<file path="config.mk">
export PLATFORM = sky130hd
export DESIGN_NAME = m_ctrl_fsm
export DESIGN_NICKNAME = d
export VERILOG_FILES = /design/src/rtl/m_ctrl_fsm.sv
export SDC_FILE = /design/constraint.sdc
export NUM_CORES = 1
export LEC_CHECK = 0
export ABC_AREA = 1
export BUFFER_PORTS_ARGS = -buffer_cell sky130_fd_sc_hd__buf_2
export CORE_MARGIN = 4
export CORE_UTILIZATION = 40
export DETAILED_ROUTE_END_ITERATION = 8
export HOLD_SLACK_MARGIN = 0.12
export PLACE_DENSITY = 0.79
export SLEW_MARGIN = 20
export SYNTH_ARGS = -nofsm -noshare
export SYNTH_HDL_FRONTEND = slang
export SYNTH_SLANG_ARGS = --single-unit
</file>
<file path="constraint.sdc">
create_clock -name clk -period 1.9 [get_ports clk]
set_clock_uncertainty 0.1 [all_clocks]
set_input_delay 0.475 -clock clk [delete_from_list [all_inputs] [get_ports clk]]
set_output_delay 0.475 -clock clk [all_outputs]
set_load 0.01 [all_outputs]
</file>
<file path="src/rtl/m_ctrl_fsm.sv">
// Multicycle MIPS control unit: a Moore FSM that sequences fetch, decode, execute,
// memory and write-back. It drives every datapath control input from the IR fields.
module m_ctrl_fsm #(
   parameter bit P_NOP_ON_ILLEGAL = 1'b1
) (
   input  logic        clk,
   input  logic        reset,
   input  logic [31:0] Inst,
   input  logic        zero,
   input  logic        overflow,
   input  logic        MIO_ready,
   output logic        IorD,
   output logic        IRWrite,
   output logic        RegWrite,
   output logic        ALUSrcA,
   output logic        PCWrite,
   output logic        PCWriteCond,
   output logic        Branch,
   output logic        Shift,
   output logic [1:0]  RegDst,
   output logic [1:0]  MemtoReg,
   output logic [1:0]  ALUSrcB,
   output logic [1:0]  PCSource,
   output logic [2:0]  ALU_operation,
   output logic        mem_r,
   output logic        mem_w,
   output logic [3:0]  state_out,
   output logic        ovf_exc,
   output logic        illegal_inst
);

   typedef enum logic [3:0] {
      S_IF  = 4'd0,  S_ID  = 4'd1,  S_MA  = 4'd2,  S_MRD = 4'd3,
      S_LWB = 4'd4,  S_MWR = 4'd5,  S_REX = 4'd6,  S_RWB = 4'd7,
      S_BR  = 4'd8,  S_J   = 4'd9,  S_IEX = 4'd10, S_IWB = 4'd11,
      S_LUI = 4'd12, S_JAL = 4'd13, S_JR  = 4'd14, S_ERR = 4'd15
   } state_t;

   localparam logic [2:0] ALU_AND = 3'b000, ALU_OR  = 3'b001, ALU_ADD = 3'b010,
                          ALU_XOR = 3'b011, ALU_NOR = 3'b100, ALU_SRL = 3'b101,
                          ALU_SUB = 3'b110, ALU_SLT = 3'b111;

   localparam logic [5:0] OP_RTYPE = 6'h00, OP_J    = 6'h02, OP_JAL  = 6'h03,
                          OP_BEQ   = 6'h04, OP_BNE  = 6'h05, OP_ADDI = 6'h08,
                          OP_SLTI  = 6'h0A, OP_ANDI = 6'h0C, OP_ORI  = 6'h0D,
                          OP_LUI   = 6'h0F, OP_LW   = 6'h23, OP_SW   = 6'h2B;

   localparam logic [5:0] F_SRL = 6'h02, F_JR  = 6'h08, F_ADD = 6'h20, F_SUB = 6'h22,
                          F_AND = 6'h24, F_OR  = 6'h25, F_XOR = 6'h26, F_NOR = 6'h27,
                          F_SLT = 6'h2A;

   state_t      state_q, state_d;
   logic        ovf_q, ovf_d;
   logic        ill_q, ill_d;
   logic [5:0]  op, funct;
   logic [2:0]  rex_alu, iex_alu;
   logic        rex_shift, rex_valid, rex_ovf_chk;
   state_t      ill_next;
   logic        unused_inputs;

   assign op            = Inst[31:26];
   assign funct         = Inst[5:0];
   assign ill_next      = P_NOP_ON_ILLEGAL ? S_IF : S_ERR;
   assign unused_inputs = ^{Inst[25:6], zero};

   always_ff @(posedge clk) begin
      if (reset) begin
         state_q <= S_IF;
         ovf_q   <= 1'b0;
         ill_q   <= 1'b0;
      end else begin
         state_q <= state_d;
         ovf_q   <= ovf_d;
         ill_q   <= ill_d;
      end
   end

   always_comb begin
      rex_alu     = ALU_AND;
      rex_shift   = 1'b0;
      rex_valid   = 1'b1;
      rex_ovf_chk = 1'b0;
      case (funct)
         F_ADD:   begin rex_alu = ALU_ADD; rex_ovf_chk = 1'b1; end
         F_SUB:   begin rex_alu = ALU_SUB; rex_ovf_chk = 1'b1; end
         F_AND:   rex_alu = ALU_AND;
         F_OR:    rex_alu = ALU_OR;
         F_XOR:   rex_alu = ALU_XOR;
         F_NOR:   rex_alu = ALU_NOR;
         F_SLT:   rex_alu = ALU_SLT;
         F_SRL:   begin rex_alu = ALU_SRL; rex_shift = 1'b1; end
         default: rex_valid = 1'b0;
      endcase
   end

   always_comb begin
      iex_alu = ALU_AND;
      case (op)
         OP_ADDI: iex_alu = ALU_ADD;
         OP_SLTI: iex_alu = ALU_SLT;
         OP_ANDI: iex_alu = ALU_AND;
         OP_ORI:  iex_alu = ALU_OR;
         default: iex_alu = ALU_AND;
      endcase
   end

   // Only ADD, SUB and ADDI can suppress write-back; SLT/SLTI overflow is meaningless.
   always_comb begin
      state_d = state_q;
      ovf_d   = ovf_q;
      ill_d   = 1'b0;
      case (state_q)
         S_IF:  if (MIO_ready) state_d = S_ID;
         S_ID: begin
            case (op)
               OP_LW, OP_SW:                      state_d = S_MA;
               OP_RTYPE:                          state_d = (funct == F_JR) ? S_JR : S_REX;
               OP_BEQ, OP_BNE:                    state_d = S_BR;
               OP_J:                              state_d = S_J;
               OP_JAL:                            state_d = S_JAL;
               OP_ADDI, OP_SLTI, OP_ANDI, OP_ORI: state_d = S_IEX;
               OP_LUI:                            state_d = S_LUI;
               default: begin
                  ill_d   = 1'b1;
                  state_d = ill_next;
               end
            endcase
         end
         S_MA:  state_d = (op == OP_SW) ? S_MWR : S_MRD;
         S_MRD: if (MIO_ready) state_d = S_LWB;
         S_MWR: if (MIO_ready) state_d = S_IF;
         S_REX: begin
            ovf_d = overflow & rex_ovf_chk;
            if (rex_valid) begin
               state_d = S_RWB;
            end else begin
               ill_d   = 1'b1;
               state_d = ill_next;
            end
         end
         S_IEX: begin
            ovf_d   = overflow & (op == OP_ADDI);
            state_d = S_IWB;
         end
         S_LWB, S_RWB, S_IWB, S_BR, S_J, S_JAL, S_JR, S_LUI: state_d = S_IF;
         S_ERR:   state_d = S_ERR;
         default: state_d = S_IF;
      endcase
   end

   always_comb begin
      IorD          = 1'b0;
      IRWrite       = 1'b0;
      RegWrite      = 1'b0;
      ALUSrcA       = 1'b0;
      PCWrite       = 1'b0;
      PCWriteCond   = 1'b0;
      Branch        = 1'b0;
      Shift         = 1'b0;
      RegDst        = 2'b00;
      MemtoReg      = 2'b00;
      ALUSrcB       = 2'b00;
      PCSource      = 2'b00;
      ALU_operation = ALU_AND;
      mem_r         = 1'b0;
      mem_w         = 1'b0;
      ovf_exc       = 1'b0;
      case (state_q)
         S_IF: begin
            mem_r = 1'b1; IRWrite = 1'b1; ALUSrcB = 2'b01;
            ALU_operation = ALU_ADD; PCWrite = 1'b1;
         end
         S_ID:  begin ALUSrcB = 2'b11; ALU_operation = ALU_ADD; end
         S_MA:  begin ALUSrcA = 1'b1; ALUSrcB = 2'b10; ALU_operation = ALU_ADD; end
         S_MRD: begin IorD = 1'b1; mem_r = 1'b1; end
         S_LWB: begin RegWrite = 1'b1; MemtoReg = 2'b01; end
         S_MWR: begin IorD = 1'b1; mem_w = 1'b1; end
         S_REX: begin ALUSrcA = 1'b1; ALU_operation = rex_alu; Shift = rex_shift; end
         S_RWB: begin RegDst = 2'b01; RegWrite = ~ovf_q; ovf_exc = ovf_q; end
         S_IEX: begin ALUSrcA = 1'b1; ALUSrcB = 2'b10; ALU_operation = iex_alu; end
         S_IWB: begin RegWrite = ~ovf_q; ovf_exc = ovf_q; end
         S_BR: begin
            ALUSrcA = 1'b1; ALU_operation = ALU_SUB; PCWriteCond = 1'b1;
            PCSource = 2'b01; Branch = (op == OP_BEQ);
         end
         S_J:   begin PCSource = 2'b10; PCWrite = 1'b1; end
         S_JAL: begin
            RegDst = 2'b10; MemtoReg = 2'b11; RegWrite = 1'b1;
            PCSource = 2'b10; PCWrite = 1'b1;
         end
         S_JR:  begin PCSource = 2'b11; PCWrite = 1'b1; end
         S_LUI: begin MemtoReg = 2'b10; RegWrite = 1'b1; end
         default: ;
      endcase
   end

   assign illegal_inst = ill_q;
   assign state_out    = state_q;

endmodule

</file>
==> qor.yml <==
synthesis:
  ys_top_cells_by_area: "nand2_1, dfxtp_1, inv_1"
  netlist_area_um2: 878
  synth_cells: 173
  synth_simple_gate_area_share_pct: 53.7
  synth_cell_type_count: 23
  ys.flop_type: "dfxtp_1"
  async_reset_ff_share_pct: 0
  yosysMostFrequentCell: "nand2_1"
  synth_top_family_by_area: "simple AND/OR/NAND/NOR gates"
  seq_area_frac_synth_pct: 13.7
  synth_xor_area_share_pct: 0
  yosysWarnings: 0
  synth-compound-area-share_pct: 17.1
  synth_adder_area_share_pct: 0
  synth_mux_area_share_pct: 0
  avgSynthCellArea_um2: 5.08
  yosysTopAreaCell: "nand2_1"
  synthDominantCellAreaShare_pct: 19.7
  syn-num-nets: 210
  synth_commonest_cells: "nand2_1, inv_1, nor2_1"
  ys_seq_elements: 6
  synth_edf_count: 0
run:
  max_cap_viol_count: 0
critical_path:
  cp_common_cell: "inv_1"
  critPathKind: "reg2out"
  cp_slowest_cell: "dfxtp_4"
  critPathMaxStageDelay_ps: 380
  end_kind: "primary output"
  path_cells: "inv_1, nor2_2, inv_2, nor2_4, inv_1, o31ai_4, buf_2"
  start_kind: "register"
  required_ps: 1320
  crit_fanout: 4
  crit_arrival_ps: 1570
cts:
  clkSinkCount: 6
  cts.clk_slew.worst_paths_ps: 60
  cts-buffers-inserted: 3
  ctsHtreeMaxLevel: 1
  clk_latency_ps: 270
  cts_tree: "done"
  clk_path_buf_depth: 2
  clock-root-buffer: "clkbuf_4"
sta:
  min_period_ps: 2140
  fin_setup_tns_ps: -2150
  setup_ws_ps: -243
  hold_viol_final: 0
  grt_setup_unrepaired: "yes"
  drv_slew: 0
  fmax_mhz: 467
  setup_violations: 19
  max_slew_margin_pct: 76.7
  period_share_pct: 113
  worst_pin_slew_ps: 348
power_and_ir_drop:
  pwr-share-seq_pct: 23.9
  total_power_uw: 595
  internal_power_uw: 341
  p_switching_uw: 254
  swShare_pct: 42.7
  p_per_area_nw_per_um2: 324
  pwr-share-clk_pct: 24.8
  combPwrFrac_pct: 51.3
  power_leakage_nw: 0.999
  ir_worst_vdd_v: 0.000229
floorplanning:
  chipWidth_um: 54.9
  rows: 16
  die_y_um: 54.9
  die_area_um2: 3010
  initial_core_util_pct: 43.4
  core_um2: 2020
  io_pins: 64
min_path:
  min_path_type: "in2reg"
global_routing:
  grt_max_degree: 8
  grt_pass1_vias: 1454
  grt_overflow: 0
  track_usage_pct: 29.4
  antenna_found_initial: 0
  grt_pass1_wl_um: 6270
routing:
  totalWireLength_um: 5840
  wire_per_inst_um: 19.7
  drt_pass1_iterations: 7
  drt-initial-drc-count: 130
  vias: 1789
  ant_nets: 0
  vias_per_cell: 6.02
  drc_errors: 0
cells_and_area:
  antenna_cells: 0
  syn2layout_area_growth_pct: 109
  fill_cells: 91
  utilization_pct: 91.0
  nets: 309
  design_area_um2: 1840
  drive_gt1_share_pct: 61.1
placement:
  placed_area_um2: 1350
  portBuffers: 42
  dp_hpwl_um: 2540
  gp_congestion: 0.839
status:
  violations: "negative setup slack"
  status: "complete, but fails checks"
-- flip-flops by register name, summed over array words and instances, names as in the netlist --
name          cells
ovf_q             1
state_out         4
illegal_inst      1
-- layer usage --
metal	global-route usage [%]	routed length (um)	part of all wire (%)	vias to the layer above
met2	55.5	2650	45	201
met4	16.6	504	8.6	0
met3	3.54	727	12	65
met5	0	0	0	-
li1	-	-	-	743
met1	30.5	1960	34	780
-- worst paths after layout --
kind                            cells after the start  slack, ps          endpoint          from
worst max-delay path                                7       -240  ALU_operation[0]  state_out[3]
worst min-delay path                                2        320      state_out[1]         reset
worst min register to register                      2        600             ovf_q         ovf_q
worst max register to register                     10         30      state_out[2]  state_out[3]
-- per-stage QoR --
step           hold slack, ps  instances  worst slack [ps]
6_report                  324        297              -243
5_1_grt                   342        297              -269
4_1_cts                   339        286              -128
3_5_place_dp              476        272              -235
3_3_place_gp              427        272              -209
2_1_floorplan             405        173              16.1
-- power groups by stage --
stage	Clock (mW)	Combinational (mW)	Sequential, mW
2_1_floorplan	0	0.0905	0.144
3_3_place_gp	0	0.186	0.141
3_5_place_dp	0	0.189	0.142
4_1_cts	0.116	0.230	0.142
5_1_grt	0.140	0.320	0.142
6_report	0.147	0.306	0.142
-- layout by cell type, fill, tap and decap left out, drive strengths merged --
master  count
buf        94
nand2      48
nor2       36
inv        36
nand3      16
o21ai       8
a21oi       7
dfxtp       6
o211ai      3
clkbuf      3
nor3        3
nand4       2
o21bai      2
o22ai       2
o31ai       1
o221ai      1
a31o        1
or2         1
-- critical path, delay by kind of cell, from the launching register on --
kind                   cells  cell delay, ps
and+or+nand+nor            2             260
AOI/OAI and AO/OA          1             200
buffers and inverters      4             450
DFF                        1             380
-- repair_timing --
| action | 4_1_cts | 5_1_grt |
|---|---|---|
| hold buffers | 0 | 0 |
| pin swaps | 18 | 16 |
| setup endpoints to repair | 14 | 17 |
| resized for setup | 61 | 35 |
| setup buffers | 11 | 12 |
-- final cells by class --
cell class / count / area [um^2] / share of cell area [%]
flip-flops and latches: 6 / 133 / 7.21
inverters: 36 / 150 / 8.16
well taps: 27 / 33.8 / 1.84
clock buffers: 3 / 22.5 / 1.22
repair buffers: 94 / 676 / 36.7
multi-input cells: 131 / 825 / 44.8
-- logic make-up (layout without fill, tap and decap cells) --
| group | after synthesis | count (layout) |
|---|---|---|
| buffers and inverters | 36 | 133 |
| DFF | 6 | 6 |
| AOI/OAI and AO/OA | 25 | 25 |
| and+or+nand+nor | 106 | 106 |
Note: power is estimated with default switching activity, not from simulation.
